--- src/rtl/number_display_scheduler.sv ---
// number_display_scheduler: shares one numeric display among several binary
// sources. Sources are visited round-robin; each value is converted to decimal
// serially (shift-add-3, one bit per cycle), leading zeros are blanked, and the
// result is published as a registered digit vector for a fixed dwell time.
//
// Handshake/timing contract: there is no request/acknowledge. 'numbers' is
// sampled only in LOAD and 'hold' only on the last DWELL cycle. 'digits',
// 'source_idx' and 'valid' change only at the edge ending PUBLISH (or on reset),
// so a consumer may sample them on any cycle and never sees a partial
// conversion. 'busy' is low exactly while a published value is dwelling.
module number_display_scheduler #(
  parameter int NUMBER_WIDTH = 8,
  parameter int NUM_SOURCES  = 2,
  parameter int DWELL_CYCLES = 4,
  localparam int DIGITS_COUNT = $rtoi($ceil(NUMBER_WIDTH * $log10(2.0))),
  localparam int SW = $clog2(NUM_SOURCES) + 1
) (
  input  logic                                clk,
  input  logic                                rst,
  input  logic [NUM_SOURCES*NUMBER_WIDTH-1:0] numbers,
  input  logic                                hold,
  output logic [4*DIGITS_COUNT-1:0]           digits,
  output logic [SW-1:0]                       source_idx,
  output logic                                valid,
  output logic                                busy,
  output logic [1:0]                          dbg_state
);

  typedef enum logic [1:0] {LOAD, CONVERT, PUBLISH, DWELL} state_t;
  typedef logic [3:0] digit_t;

  localparam digit_t EMPTY_DIGIT = 4'd10;
  localparam int     BW          = 4 * DIGITS_COUNT;
  localparam int     CW          = $clog2(NUMBER_WIDTH + DWELL_CYCLES) + 1;

  state_t                  state;
  logic [SW-1:0]           src;
  logic [NUMBER_WIDTH-1:0] bin;
  logic [BW-1:0]           bcd;
  logic [CW-1:0]           cnt;
  logic [NUMBER_WIDTH-1:0] sel_num;
  logic [BW-1:0]           bcd_adj;
  logic [BW-1:0]           bcd_blank;
  logic                    leading;

  assign dbg_state = state;

  // Pick the value of the source currently being served.
  always_comb begin
    sel_num = '0;
    for (int k = 0; k < NUM_SOURCES; k++) begin
      if (src == SW'(k)) sel_num = numbers[NUMBER_WIDTH*k +: NUMBER_WIDTH];
    end
  end

  // Add-3 correction: each nibble >= 5 gets +3 (4-bit, no inter-nibble carry).
  always_comb begin
    bcd_adj = '0;
    for (int i = 0; i < DIGITS_COUNT; i++) begin
      bcd_adj[4*i +: 4] = (bcd[4*i +: 4] >= 4'd5) ? bcd[4*i +: 4] + 4'd3 : bcd[4*i +: 4];
    end
  end

  // Reorder to most-significant-first and blank leading zeros; the ones digit
  // is always shown so a zero value displays "0".
  always_comb begin
    bcd_blank = '0;
    leading   = 1'b1;
    for (int i = 0; i < DIGITS_COUNT; i++) begin
      if (leading && (bcd[4*(DIGITS_COUNT-1-i) +: 4] == 4'd0) && (i != DIGITS_COUNT-1)) begin
        bcd_blank[4*i +: 4] = EMPTY_DIGIT;
      end else begin
        leading             = 1'b0;
        bcd_blank[4*i +: 4] = bcd[4*(DIGITS_COUNT-1-i) +: 4];
      end
    end
  end

  // Sequencer: LOAD -> CONVERT -> PUBLISH -> DWELL -> LOAD, all outputs registered.
  always_ff @(posedge clk) begin
    if (rst) begin
      state      <= LOAD;
      src        <= '0;
      bin        <= '0;
      bcd        <= '0;
      cnt        <= '0;
      digits     <= {DIGITS_COUNT{EMPTY_DIGIT}};
      source_idx <= '0;
      valid      <= 1'b0;
      busy       <= 1'b1;
    end else begin
      case (state)
        LOAD: begin
          bin   <= sel_num;
          bcd   <= '0;
          cnt   <= '0;
          state <= CONVERT;
        end
        CONVERT: begin
          bcd <= {bcd_adj[BW-2:0], bin[NUMBER_WIDTH-1]};
          bin <= bin << 1;
          if (cnt == CW'(NUMBER_WIDTH - 1)) begin
            cnt   <= '0;
            state <= PUBLISH;
          end else begin
            cnt <= cnt + 1'b1;
          end
        end
        PUBLISH: begin
          digits     <= bcd_blank;
          source_idx <= src;
          valid      <= 1'b1;
          busy       <= 1'b0;
          cnt        <= '0;
          state      <= DWELL;
        end
        DWELL: begin
          if (cnt == CW'(DWELL_CYCLES - 1)) begin
            cnt   <= '0;
            busy  <= 1'b1;
            state <= LOAD;
            if (!hold) src <= (src == SW'(NUM_SOURCES - 1)) ? '0 : src + 1'b1;
          end else begin
            cnt <= cnt + 1'b1;
          end
        end
        default: state <= LOAD;
      endcase
    end
  end

endmodule

--- config.mk ---
export PLATFORM = sky130hd
export DESIGN_NAME = number_display_scheduler
export DESIGN_NICKNAME = d
export VERILOG_FILES = /design/src/rtl/number_display_scheduler.sv
export SDC_FILE = /design/constraint.sdc
export NUM_CORES = 1
export LEC_CHECK = 0
export CAP_MARGIN = 20
export CORE_ASPECT_RATIO = 1.1
export CORE_UTILIZATION = 40
export CTS_BUF_LIST = sky130_fd_sc_hd__clkbuf_8
export CTS_CLUSTER_SIZE = 25
export DETAILED_ROUTE_END_ITERATION = 7
export MAX_ROUTING_LAYER = met4
export PLACE_DENSITY = 0.72
export SETUP_SLACK_MARGIN = 0.2
export SLEW_MARGIN = 20
export SYNTH_ARGS = -nofsm -noshare
export SYNTH_HDL_FRONTEND = slang
export SYNTH_SLANG_ARGS = --single-unit
export TNS_END_PERCENT = 30
--- constraint.sdc ---
create_clock -name clk -period 3.49 [get_ports clk]
set_clock_uncertainty 0.15 [all_clocks]
set_input_delay 0.349 -clock clk [delete_from_list [all_inputs] [get_ports clk]]
set_output_delay 0.349 -clock clk [all_outputs]
set_load 0.005 [all_outputs]
==> qor_table.md, run 1 <==
| Step | Parameter | Reported |
| --- | --- | --- |
| run status | Result of the run | completed |
| worst hold path | Hold Path End | cnt[0] |
| setup path | Worst flop-to-flop path startpoint | dbg_state[1] |
| pwr | Power per unit of standard cell area | 551 nW/um^2 |
| pwr | Peak VDD IR | 0.000283 V |
| yosys | Most numerous cell in the Yosys netlist | sky130_fd_sc_hd__dfxtp_1 |
| die | Initial cell density of the core | 41.2% |
| yosys | Mean instance size in the synthesized netlist | 9.29 um^2 |
| place | HPWL after detailed placement | 3040 um |
| setup path | Worst r2r dst | cnt[3] |
| yosys | Top area cells in the synthesized netlist | sky130_fd_sc_hd__dfxtp_1 (41%), sky130_fd_sc_hd__mux2i_1 (12%), sky130_fd_sc_hd__ha_1 (6.8%) |
| route | Initial DRT Pass Iterations | 5 |
| global routing | Via count of the first global-routing pass | 1650 |
| die | Std-Cell Rows | 28 |
| route | Average wire per cell in the routed design | 12.1 um |
| die | Top-Level Pins | 37 |
| global routing | Antenna violations before repair | 0 |
| yosys | Library cell with the largest summed area after synthesis | sky130_fd_sc_hd__dfxtp_1 |
| setup path | Cell with the biggest individual delay on the critical path | sky130_fd_sc_hd__ha_1 |
| global routing | Aggregate global-route resource usage | 16.7% |
| yosys | Fraction of synthesized cell area taken by the top area cell type | 40.7% |
| yosys | Post-synth top cells | sky130_fd_sc_hd__dfxtp_1 (45), sky130_fd_sc_hd__nor2_1 (32), sky130_fd_sc_hd__mux2i_1 (27) |
| final layout | Footprint of the flip-flops and latches | 901 um^2 |
| clock tree | Clock sink count | 45 |
| clock tree | CTS tree | built |
| worst hold path | Worst hold path startpoint | cnt[0] |
| clock tree | Deepest clock path buffer count | 2 |
| clock tree | H-Tree Depth | 2 |
| route | Count of vias placed by the detailed router | 1750 |
| timing | Unrepaired setup endpoints after global routing | no |
| die | Core outline area | 5360 um^2 |
| setup path | Buffers and inverters on the worst path | 2 |
| global routing | Pin count of the biggest net entering global routing | 30 |
| global routing | Aggregate global routing overflow | 0 |
| global routing | First-pass GRT wire length | 7330 um |
| place | Weighted congestion at the end of routability-driven global placement | 0.778 |
| timing | Worst relative slew slack | 35.4% |
| timing | Worst-Margin Slew | 968 ps |
| setup path | Cells traversed along the worst timing path | inv_1 -> ha_1 -> buf_4 -> o21ai_0 -> o21bai_1 -> nor2_1 |
| setup path | Worst Reg2Reg Path Length in Cells | 6 |
| clock tree | Post-CTS Hold Buffers | 0 |
| setup path | Startpoint type of the worst setup path | flip-flop |
| clock tree | # resized after CTS | 0 |
| yosys | Sequential share of the synthesized area | 40.7% |
| yosys | Nets in the synthesized netlist | 269 |
| yosys | Number of synthesized register bits | 45 |
| setup path | Arrival time of the worst setup path | 2180 ps |
| final layout | Layout overhead on the synthesized area | 25.0% |
| setup path | Max incr delay on CP | 580 ps |
| timing | Hold violation total from the final report | 0 |
| clock tree | Post-CTS setup buffers | 0 |
| pwr | Power Total | 1.52 mW |
| pwr | Leakage power figure | 1.02 nW |
| yosys | Number of warnings reported in the yosys synthesis log | 0 |
| route | First-iteration detailed-routing DRC count | 36 |
| yosys | EDFF count, synth | 0 |
| job | Max capacitance violation total | 0 |
| die | Die H | 80.0 um |
| clock tree | Total clock buffers created by CTS | 5 |
| worst hold path | Worst hold path stage count | 1 |
| yosys | Share of async-settable or async-resettable flops after synthesis | 0% |
| route | Final wirelength | 4190 um |
| clock tree | Clock Pin Slew Worst Setup and Hold Paths | 90 ps |
| route | Residual DRC | 0 |
| yosys | Primary flip-flop cell chosen by synthesis mapping | sky130_fd_sc_hd__dfxtp_1 |
| yosys | Count of different cell masters after synthesis | 40 |
| setup path | Worst Setup Path Type | flip-flop to flip-flop |
| die | Die X | 72.9 um |
| final layout | Final #Nets | 301 |
| setup path | Largest delay contributor family on the critical path | adder cells |
| timing | Number of setup violations in the final report | 0 |
| final layout | Area used by multi-input combinational logic | 1210 um^2 |
| place | Number of buffer cells added on primary ports | 36 |
| setup path | Worst setup slack for register-to-register paths | 1400 ps |
| setup path | CP max FO | 21 |
| clock tree | Clock Root Buffer | sky130_fd_sc_hd__clkbuf_8 |
| setup path | Crit end category | flip-flop |
| yosys | Syn Std Cell Area | 2210 um^2 |
| timing | Post-layout min period | 2090 ps |
| final layout | Share of final-layout standard cells stronger than drive strength 1 | 5.54% |
| final layout | ANT cells | 0 |
| die | Total die area | 5830 um^2 |
| route | Via count normalized by instance count | 5.06 |
| setup path | Data required, critical path | 3590 ps |
| timing | Pins Over Slew Limit | 0 |
| timing | Max Clk Rate | 0.479 GHz |
| yosys | Number of standard cells after synthesis | 238 |
| timing | Accumulated negative setup slack | 0 ps |
| final layout | Fill cell count | 523 |
| route | Number of nets with antenna violations after detailed routing | 0 |
| worst hold path | Worst min path class | flip-flop to flip-flop |
| clock tree | Clock latency on the worst-skew pair | 300 ps |
| timing | Share of the cycle needed by the critical path after routing | 59.8% |
[worst max-delay path by stage]
stage	from	endpoint	slack (ps)	cells past startpoint
2_1_floorplan	bcd[8]	digits[4]	1730	6
3_3_place_gp	rst	cnt[3]	1380	6
3_5_place_dp	rst	cnt[3]	1330	6
4_1_cts	dbg_state[1]	cnt[3]	1400	6
5_1_grt	dbg_state[1]	cnt[3]	1220	6
6_report	dbg_state[1]	cnt[3]	1400	6
[state kept, by name, indices dropped and copies added (netlist names)]
name	count
cnt	5
valid	1
digits	12
source_idx	2
dbg_state	2
bin	8
bcd	12
busy	1
src	2
[area by class of cell]
type	instances	share of cell area, %
Clock buffer	5	2.49
Clock inverter	3	2.49
Inverter	12	1.63
Multi-Input combinational cell	168	43.8
Sequential cell	45	32.6
Tap cell	75	3.40
Timing Repair Buffer	38	13.6
[cells by family after synthesis]
group           after synthesis  share of synthesized area [%]
buf+inv                      25                           4.47
flops                        45                           40.7
fa+ha+maj                    12                           6.79
compound gates               46                           13.6
xor+xnor                      7                           2.77
mux                          27                           12.2
simple gates                 76                           19.4
[routing by layer]
layer | GRT usage, % | wire length (um) | up-vias
met4 | 5.29 | 53 | 0
met1 | 19.1 | 1960 | 813
met3 | 3.66 | 153 | 5
met2 | 29.1 | 2030 | 37
li1 | - | - | 895
met5 | - | 0 | -
[power by group]
| group | internal [mW] | total [mW] | switching [mW] |
|---|---|---|---|
| Combinational | 0.197 | 0.438 | 0.241 |
| Sequential | 0.574 | 0.614 | 0.0391 |
| Clock | 0.288 | 0.472 | 0.184 |
[metrics by stage]
| step | std cells | util [%] | setup WS, ps | cell area, um^2 | hold slack, ps |
|---|---|---|---|---|---|
| 2_1_floorplan | 238 | - | 1730 | 2210 | 268 |
| 3_3_place_gp | 338 | 49.0 | 1380 | 2630 | 281 |
| 3_5_place_dp | 338 | 49.0 | 1330 | 2630 | 291 |
| 4_1_cts | 346 | 51.6 | 1400 | 2760 | 313 |
| 5_1_grt | 346 | 51.6 | 1220 | 2760 | 337 |
| 6_report | 346 | 51.6 | 1400 | 2760 | 309 |
[cell usage in the layout, fill, tap and decap left out, types with 2 or more instances in the layout]
| master | instances |
|---|---|
| sky130_fd_sc_hd__xor2_1 | 3 |
| sky130_fd_sc_hd__buf_4 | 2 |
| sky130_fd_sc_hd__clkbuf_8 | 5 |
| sky130_fd_sc_hd__a22o_1 | 3 |
| sky130_fd_sc_hd__nor3b_1 | 7 |
| sky130_fd_sc_hd__dfxtp_1 | 45 |
| sky130_fd_sc_hd__nand3b_1 | 5 |
| sky130_fd_sc_hd__xnor2_1 | 4 |
| sky130_fd_sc_hd__o21ai_0 | 12 |
| sky130_fd_sc_hd__nand2b_1 | 6 |
| sky130_fd_sc_hd__ha_1 | 12 |
| sky130_fd_sc_hd__nand3_1 | 6 |
| sky130_fd_sc_hd__clkdlybuf4s50_1 | 36 |
| sky130_fd_sc_hd__mux2i_1 | 27 |
| sky130_fd_sc_hd__nor2b_1 | 3 |
| sky130_fd_sc_hd__o211ai_1 | 2 |
| sky130_fd_sc_hd__nor2_1 | 32 |
| sky130_fd_sc_hd__a21oi_1 | 12 |
| sky130_fd_sc_hd__nand2_1 | 4 |
| sky130_fd_sc_hd__inv_1 | 11 |
| sky130_fd_sc_hd__o2bb2ai_1 | 7 |
| sky130_fd_sc_hd__o21ai_1 | 2 |
| sky130_fd_sc_hd__nor3_1 | 5 |
| sky130_fd_sc_hd__bufinv_16 | 2 |
(Power assumes the default switching activity.)
==> run 2: changes to the inputs <==
PLACE_DENSITY = 0.74   (was 0.72)
clock period = 1.85 ns   (was 3.49 ns; I/O delays follow)
==> run 2 against run 1 <==
  * Via count rose by 2.7%
  * Register-to-register slack got worse by 1200 ps
  * Largest cell class unchanged
  * Critical path type unchanged
  * Sequential share of layout area fell by 1.3 points
==> qor_table.md, run 2 (same netlist as run 1, synthesis figures left out) <==
| Step | Parameter | Reported | vs previous |
| --- | --- | --- | --- |
| final layout | ANT cells | 0 | unchanged |
| route | Average wire per cell in the routed design | 12.9 um | was 12.1 um |
| final layout | Final #Nets | 313 | was 301 |
| die | Core outline area | 5360 um^2 | unchanged |
| global routing | Antenna violations before repair | 0 | unchanged |
| final layout | Biggest regs | bcd x12, digits x12, bin x8 | unchanged |
| setup path | CP max FO | 3 | was 21 |
| setup path | Worst Setup Path Type | flip-flop to flip-flop | unchanged |
| route | Via count normalized by instance count | 5.03 | was 5.06 |
| global routing | Aggregate global routing overflow | 0 | unchanged |
| timing | Max Clk Rate | 0.602 GHz | was 0.479 GHz |
| route | Count of vias placed by the detailed router | 1797 | was 1750 |
| route | Initial DRT Pass Iterations | 4 | was 5 |
| clock tree | Clock Root Buffer | sky130_fd_sc_hd__clkbuf_8 | unchanged |
| setup path | Cells traversed along the worst timing path | inv_2 -> ha_4 -> or3b_4 -> nor4b_4 -> nand3b_1 -> a21oi_1 | was inv_1 -> ha_1 -> buf_4 -> o21ai_0 -> o21bai_1 -> nor2_1 |
| worst hold path | Hold Path End | src[1] | was cnt[0] |
| job | Max capacitance violation total | 0 | unchanged |
| clock tree | Clock latency on the worst-skew pair | 300 ps | about the same |
| place | Number of buffer cells added on primary ports | 36 | unchanged |
| clock tree | H-Tree Depth | 2 | unchanged |
| worst hold path | Worst hold path stage count | 1 | unchanged |
| final layout | Layout overhead on the synthesized area | 31.2% | was 25.0% |
| route | Residual DRC | 0 | unchanged |
| die | Std-Cell Rows | 28 | unchanged |
| final layout | Most used cells in the layout excluding fill and tap cells | sky130_fd_sc_hd__dfxtp_1 (39), sky130_fd_sc_hd__clkdlybuf4s50_1 (36), sky130_fd_sc_hd__nor2_1 (31) | was sky130_fd_sc_hd__dfxtp_1 (45), sky130_fd_sc_hd__clkdlybuf4s50_1 (36), sky130_fd_sc_hd__nor2_1 (32) |
| die | Die X | 72.9 um | unchanged |
| setup path | Worst setup slack for register-to-register paths | 190 ps | was 1400 ps |
| worst hold path | Worst hold path startpoint | src[1] | was cnt[0] |
| timing | Accumulated negative setup slack | 0 ps | unchanged |
| die | Die H | 80.0 um | unchanged |
| timing | Hold violation total from the final report | 0 | unchanged |
| timing | Worst-Margin Slew | 464 ps | was 968 ps |
| die | Total die area | 5830 um^2 | unchanged |
| die | Initial cell density of the core | 41.2% | unchanged |
| clock tree | Deepest clock path buffer count | 2 | unchanged |
| setup path | Crit end category | flip-flop | unchanged |
| pwr | Peak VDD IR | 0.000573 V | was 0.000283 V |
| setup path | Worst Reg2Reg Path Length in Cells | 6 | unchanged |
| place | Weighted congestion at the end of routability-driven global placement | 0.822 | was 0.778 |
| setup path | Worst flop-to-flop path startpoint | bcd[9] | was dbg_state[1] |
| global routing | Aggregate global-route resource usage | 18.1% | was 16.7% |
| global routing | First-pass GRT wire length | 8000 um | was 7330 um |
| setup path | Worst r2r dst | digits[4] | was cnt[3] |
| timing | Pins Over Slew Limit | 0 | unchanged |
| route | First-iteration detailed-routing DRC count | 90 | was 36 |
| clock tree | Clock sink count | 45 | unchanged |
| setup path | Data required, critical path | 1890 ps | was 3590 ps |
| timing | Share of the cycle needed by the critical path after routing | 89.8% | was 59.8% |
| clock tree | CTS tree | built | unchanged |
| timing | Number of setup violations in the final report | 0 | unchanged |
| route | Number of nets with antenna violations after detailed routing | 0 | unchanged |
| timing | Worst relative slew slack | 69.0% | was 35.4% |
| timing | Post-layout min period | 1660 ps | was 2090 ps |
| final layout | Share of final-layout standard cells stronger than drive strength 1 | 15.2% | was 5.54% |
| global routing | Pin count of the biggest net entering global routing | 30 | unchanged |
| worst hold path | Worst min path class | flip-flop to flip-flop | unchanged |
| place | HPWL after detailed placement | 3220 um | was 3040 um |
| place | Worst slack after detailed placement | 80.8 ps | was 1330 ps |
| global routing | Via count of the first global-routing pass | 1809 | was 1650 |
| setup path | Arrival time of the worst setup path | 1700 ps | was 2180 ps |
| clock tree | Clock Pin Slew Worst Setup and Hold Paths | 90 ps | about the same |
| pwr | Power per unit of standard cell area | 985 nW/um^2 | was 551 nW/um^2 |
| clock tree | Total clock buffers created by CTS | 5 | unchanged |
| run status | Result of the run | completed | unchanged |
| final layout | Commonest non-fill, non-tap cell in the layout | sky130_fd_sc_hd__dfxtp_1 | unchanged |
| setup path | Max incr delay on CP | 400 ps | was 580 ps |
| clock tree | Post-CTS Hold Buffers | 0 | unchanged |
| pwr | Leakage power figure | 1.07 nW | was 1.02 nW |
| timing | Unrepaired setup endpoints after global routing | yes | was no |
| route | Final wirelength | 4610 um | was 4190 um |
| setup path | Cell with the biggest individual delay on the critical path | sky130_fd_sc_hd__or3b_4 | was sky130_fd_sc_hd__ha_1 |
| timing | Crit path setup slack, layout | 189 ps | was 1400 ps |
| setup path | Startpoint type of the worst setup path | flip-flop | unchanged |
| die | Top-Level Pins | 37 | unchanged |
==> run 2: cell types whose count changed in the layout (fill, tap and decap cells not counted), moves of 3 or more <==
cell,previous run,this run
sky130_fd_sc_hd__buf_4,2,13
sky130_fd_sc_hd__ha_4,0,3
sky130_fd_sc_hd__ha_1,12,8
sky130_fd_sc_hd__dfxtp_1,45,39
sky130_fd_sc_hd__dfxtp_2,0,6
==> run 2: per-layer routing <==
metal / track usage (%) / vias up / wire (um)
met5: - / - / 0
li1: - / 913 / -
met2: 30.7 / 40 / 2260
met4: 6.47 / 0 / 51
met3: 3.41 / 5 / 143
met1: 21.2 / 839 / 2150
==> run 2: cell type report <==
cell class,count,area (um^2)
Fill cell,494,2460
Sequential cell,45,908
Tap cell,75,93.8
Timing Repair Buffer,50,478
Inverter,12,48.8
Clock inverter,2,35.0
Clock buffer,5,68.8
Multi-Input combinational cell,168,1270
==> run 2: report_power, final <==
part | switching, mW | internal [mW]
Combinational | 0.501 | 0.461
Clock | 0.326 | 0.393
Sequential | 0.0880 | 1.09
==> run 2: worst max-delay path, delay by kind of cell (launching register included) <==
kind / cells / cell delay (ps)
flops: 1 / 330
buf+inv: 1 / 70
simple gates: 3 / 810
fa+ha+maj: 1 / 130
compound gates: 1 / 60
==> run 2: worst max-delay path by stage <==
stage	slack, ps	depth (start not counted)	startpoint	end
2_1_floorplan	170	5	cnt[0]	dbg_state[0]
3_3_place_gp	130	5	cnt[0]	dbg_state[0]
3_5_place_dp	80	5	cnt[0]	dbg_state[0]
4_1_cts	170	6	bcd[8]	digits[4]
5_1_grt	110	6	bcd[9]	digits[4]
6_report	190	6	bcd[9]	digits[4]
==> run 2: stage by stage <==
| stage | power (mW) | instances | hold slack (ps) | utilization [%] | area, um^2 |
|---|---|---|---|---|---|
| global route | 3.01 | 357 | 344 | 54.1 | 2900 |
| finish | 2.86 | 357 | 315 | 54.1 | 2900 |
| detailed placement | 2.08 | 343 | 291 | 50.2 | 2690 |
| CTS | 2.81 | 355 | 321 | 53.4 | 2860 |
| floorplan | 1.75 | 238 | 268 | - | 2220 |
| global placement | 2.05 | 343 | 282 | 50.2 | 2690 |
==> run 2: what timing repair did <==
action	4_1_cts	5_1_grt
resized for setup	9	9
buffers inserted	5	2
pin swaps	6	3
setup endpoints to repair	20	29
